[src/rtl/seven_seg_scan.sv]
// Four-digit multiplexed seven-segment driver with a frame-synchronous display register.
// Optional build macro: SEVEN_SEG_LEADING_ZERO_BLANK_EN (blanks leading zero digits 3..1).
module seven_seg_scan #(
    parameter int CLK_DIV = 12000
) (
    input  logic        clock,
    input  logic        clear,
    input  logic [15:0] digits,
    input  logic        digits_valid,
    output logic [6:0]  seg,
    output logic [3:0]  an,
    output logic        dp,
    output logic        frame_done
);

    localparam int DIV_W = $clog2(CLK_DIV);
    localparam logic [DIV_W-1:0] DIV_LAST = DIV_W'(CLK_DIV - 1);

    logic [DIV_W-1:0] div_cnt;
    logic [1:0]       index;
    logic [15:0]      shadow;
    logic [15:0]      display;
    logic             tick;
    logic             frame_edge;
    logic [3:0]       cur_digit;
    logic             cur_blank;

    // Active-low segment pattern, bit order {g,f,e,d,c,b,a}; 10-15 show a dash.
    function automatic logic [6:0] decode(input logic [3:0] value);
        logic [6:0] pattern;
        case (value)
            4'd0:    pattern = 7'b1000000;
            4'd1:    pattern = 7'b1111001;
            4'd2:    pattern = 7'b0100100;
            4'd3:    pattern = 7'b0110000;
            4'd4:    pattern = 7'b0011001;
            4'd5:    pattern = 7'b0010010;
            4'd6:    pattern = 7'b0000010;
            4'd7:    pattern = 7'b1111000;
            4'd8:    pattern = 7'b0000000;
            4'd9:    pattern = 7'b0010000;
            default: pattern = 7'b0111111;
        endcase
        return pattern;
    endfunction

    assign tick       = (div_cnt == DIV_LAST);
    assign frame_edge = tick && (index == 2'd3);
    assign dp         = 1'b1;

    always_comb begin
        cur_digit = display[{index, 2'b00} +: 4];
        cur_blank = 1'b0;
`ifdef SEVEN_SEG_LEADING_ZERO_BLANK_EN
        case (index)
            2'd3:    cur_blank = (display[15:12] == 4'd0);
            2'd2:    cur_blank = (display[15:8] == 8'd0);
            2'd1:    cur_blank = (display[15:4] == 12'd0);
            default: cur_blank = 1'b0;
        endcase
`endif
    end

    // digits_valid is a one-cycle strobe with no back-pressure: every asserted cycle
    // is a capture, and the value only reaches the screen at the next frame boundary.
    always_ff @(posedge clock) begin
        if (clear) begin
            div_cnt    <= '0;
            index      <= 2'd0;
            shadow     <= 16'd0;
            display    <= 16'd0;
            an         <= 4'b1111;
            seg        <= 7'b1111111;
            frame_done <= 1'b0;
        end else begin
            div_cnt <= tick ? '0 : div_cnt + DIV_W'(1);
            if (tick)
                index <= index + 2'd1;
            if (digits_valid)
                shadow <= digits;
            // A strobe on the boundary edge itself bypasses the shadow so it is not lost a frame.
            if (frame_edge)
                display <= digits_valid ? digits : shadow;
            frame_done <= frame_edge;
            if (tick || cur_blank) begin
                an  <= 4'b1111;
                seg <= 7'b1111111;
            end else begin
                an  <= ~(4'b0001 << index);
                seg <= decode(cur_digit);
            end
        end
    end

endmodule

[config.mk]
export PLATFORM = sky130hd
export DESIGN_NAME = seven_seg_scan
export DESIGN_NICKNAME = d
export VERILOG_FILES = /design/src/rtl/seven_seg_scan.sv
export SDC_FILE = /design/constraint.sdc
export NUM_CORES = 1
export LEC_CHECK = 0
export CAP_MARGIN = 20
export CORE_ASPECT_RATIO = 2
export CORE_MARGIN = 2
export CORE_UTILIZATION = 59
export CTS_CLUSTER_DIAMETER = 60
export DETAILED_ROUTE_END_ITERATION = 10
export PLACE_DENSITY = 0.84
export REMOVE_ABC_BUFFERS = 1
export SYNTH_ARGS = -nofsm -noshare
export SYNTH_HDL_FRONTEND = slang
export SYNTH_SLANG_ARGS = --single-unit
export TNS_END_PERCENT = 50
[constraint.sdc]
create_clock -name clock -period 2.6 [get_ports clock]
set_input_delay 0.52 -clock clock [delete_from_list [all_inputs] [get_ports clock]]
set_output_delay 0.52 -clock clock [all_outputs]
set_load 0.03 [all_outputs]
==> flow_metrics.env <==
export IMPL_final_util_pct=73.0
export IMPL_cts_buffer_depth=2
export IMPL_dpl_cell_area_um2=2890
export IMPL_final_cell_mix="dfxtp_1 (60), nor2_1 (36), clkdlybuf4s50_1 (30)"
export IMPL_setup_viol=0
export IMPL_htree_levels=3
export IMPL_synth_top_family_by_area="simple AND/OR/NAND/NOR gates"
export IMPL_synth_seq_area_share_pct=46.2
export IMPL_seq_area_um2=1200
export IMPL_fin_nets=325
export IMPL_clk_pin_slew_ps=60
export IMPL_cap_violations=0
export IMPL_worstPathMaxFanout=21
export IMPL_cts_made_buffers=9
export IMPL_grt_pass1_wl_um=8490
export IMPL_hold_viol=0
export IMPL_overflow=0
export IMPL_wl_um=4930
export IMPL_ys_ff_latch=60
export IMPL_cts_root_buffer="clkbuf_8"
export IMPL_multiInputGateArea_um2=1260
export IMPL_syn_area_um2=2600
export IMPL_first_iter_violations=51
export IMPL_status="completed"
export IMPL_dr_total_vias=1906
export IMPL_dieArea_um2=4990
export IMPL_synth_main_ff_cell="dfxtp_1"
export IMPL_cts_tree="yes"
export IMPL_numPortBuffers=30
export IMPL_yosys_warnings=0
export IMPL_design_core_area_um2=4300
export IMPL_timing_hold_ws_ps=479
export IMPL_p_per_area_nw_per_um2=672
export IMPL_grt_pass1_vias=1926
export IMPL_fmax_mhz=460
export IMPL_die_h_um=97.9
export IMPL_synth_compound_area_share_pct=7.46
export IMPL_drc=0
export IMPL_worst_setup_path_end_kind="flop"
export IMPL_fin_cells=354
export IMPL_skew_ps=4.28
export IMPL_hold_class="flop to flop"
export IMPL_cts_repair_resized=0
export IMPL_syn_to_final_growth_pct=20.6
export IMPL_path_cells="ha_1 -> or3b_1 -> nor4_4 -> buf_4 -> and2_4 -> o21ai_0"
export IMPL_syn_area_per_cell_um2=9.81
export IMPL_drt_pass1_iter_count=4
export IMPL_async_reset_ff_share_pct=0
export IMPL_finalSetupTns_ps=0
export IMPL_grt_use_total_pct=22.9
export IMPL_place_congestion=0.806
export IMPL_cts_sinks=60
export IMPL_clock_latency_ps=340
export IMPL_drive_gt1_share_pct=12.7
export IMPL_antenna_cells=0
export IMPL_finalMaxSlewViolations=0
export IMPL_grt_setup_unrepaired="no"
export IMPL_placed_cells=338
export IMPL_vias_per_cell=5.38
export IMPL_io_pins=32
export IMPL_fillers=310
export IMPL_cpPeakStageDelay_ps=420
export IMPL_rows=34
export IMPL_final_common_cell="dfxtp_1"
export IMPL_hpwl_um=3390
export IMPL_synthXorXnorAreaFrac_pct=4.38
export IMPL_synth_edf_count=0
export IMPL_die_w_um=50.9
export IMPL_yosys_area_share_adder_pct=5.29
export IMPL_wire_per_inst_um=13.9
export IMPL_grt_max_degree=26
export IMPL_irDropWorstVdd_mv=0.627
export IMPL_period_minus_slack_ps=2170
export IMPL_crit_required_ps=2810
export IMPL_period_share_pct=83.6
export IMPL_antenna_left=0
export IMPL_synthMuxAreaShare_pct=10.0
export IMPL_critPathLaunchType="flop"
export IMPL_antenna_found_initial=0
export IMPL_initial_core_util_pct=60.5
export IMPL_criticalPathCategory="flop to flop"
export IMPL_synthSimpleGateAreaFrac_pct=21.2
export IMPL_hold_buffers=0
export IMPL_fin_area_um2=3140
export IMPL_leakagePower_uw=0.00120
export IMPL_slowest_stage="or3b_1"
export IMPL_synthCells=265
export IMPL_ys_types=35
export IMPL_post_cts_setup_buffer_count=0
export IMPL_cp_data_arrival_time_ps=2390
==> path summary, 6_finish.rpt <==
kind / start / to / slack [ps] / cells after the start
worst min-delay path: display[1]$_SDFFE_PP0P_ / display[1]$_SDFFE_PP0P_ / 480 / 2
worst max register to register: div_cnt[0]$_SDFF_PP0_ / display[2]$_SDFFE_PP0P_ / 430 / 6
worst max-delay path: div_cnt[0]$_SDFF_PP0_ / display[2]$_SDFFE_PP0P_ / 430 / 6
worst min register to register: display[1]$_SDFFE_PP0P_ / display[1]$_SDFFE_PP0P_ / 480 / 2
==> final cells by class <==
type | instances | share of cell area [%]
repair buffers | 34 | 10.5
well taps | 54 | 2.15
clock buffers | 12 | 4.95
multi-input cells | 183 | 40.2
flip-flops and latches | 60 | 38.3
clock inverters | 4 | 3.03
inverters | 7 | 0.838
==> Yosys cell counts, types with 3 or more instances <==
cell type	count	share of area, %
a21oi_1	6	1.2
buf_2	5	0.96
buf_6	4	1.7
clkbuf_1	3	0.43
dfxtp_1	60	46
ha_1	11	5.3
inv_1	7	1.0
mux2i_1	17	6.5
mux4_2	4	3.5
nand2_1	10	1.4
nand2b_1	17	4.1
nand3_1	22	4.2
nand4_1	4	0.96
nor2_1	36	5.2
nor4_1	4	0.96
o21ai_0	12	2.3
o21ai_2	11	3.7
xnor2_1	8	2.7
xor2_1	5	1.7
==> flip-flops by register name, summed over array words and instances, names as in the netlist <==
| signal | cells |
|---|---|
| div_cnt | 14 |
| shadow | 16 |
| frame_done | 1 |
| seg | 7 |
| display | 16 |
| index | 2 |
| an | 4 |
==> per-stage QoR <==
step	setup slack, ps	total power (uW)
6_report	426	2110
3_5_place_dp	428	1090
3_3_place_gp	530	1090
4_1_cts	413	2120
5_1_grt	233	2170
2_1_floorplan	339	1030
==> logic make-up (layout without fill, tap and decap cells) <==
family,count (synthesis),count (layout)
AND/OR/NAND/NOR,107,107
flip-flops,60,60
AO/OA/AOI/OAI,30,30
buffers and inverters,22,57
multiplexers,21,21
XOR/XNOR,13,13
adder cells (fa/ha/maj),11,11
other,1,1
==> metal layers <==
layer / track usage (%) / wire length, um / vias to the layer above
met5: 0 / 0 / -
met2: 37.8 / 2650 / 38
met4: 14.8 / 161 / 0
met3: 6.27 / 162 / 13
li1: - / - / 955
met1: 25.0 / 1960 / 900
==> report_power, final <==
group / internal, uW / leakage, uW / switching, uW
logic: 59.4 / 0.000587 / 57.1
clock network: 688 / 0.000127 / 351
registers: 944 / 0.000490 / 10.2
==> worst max-delay path, delay by kind of cell, from the launching register on <==
kind                       cells  cell delay [ps]
buffers and inverters          1              290
DFF                            1              400
AOI/OAI and AO/OA              1              130
adders and majority gates      1              310
and+or+nand+nor                3              910
No activity file was read; power rests on OpenSTA's default activity.
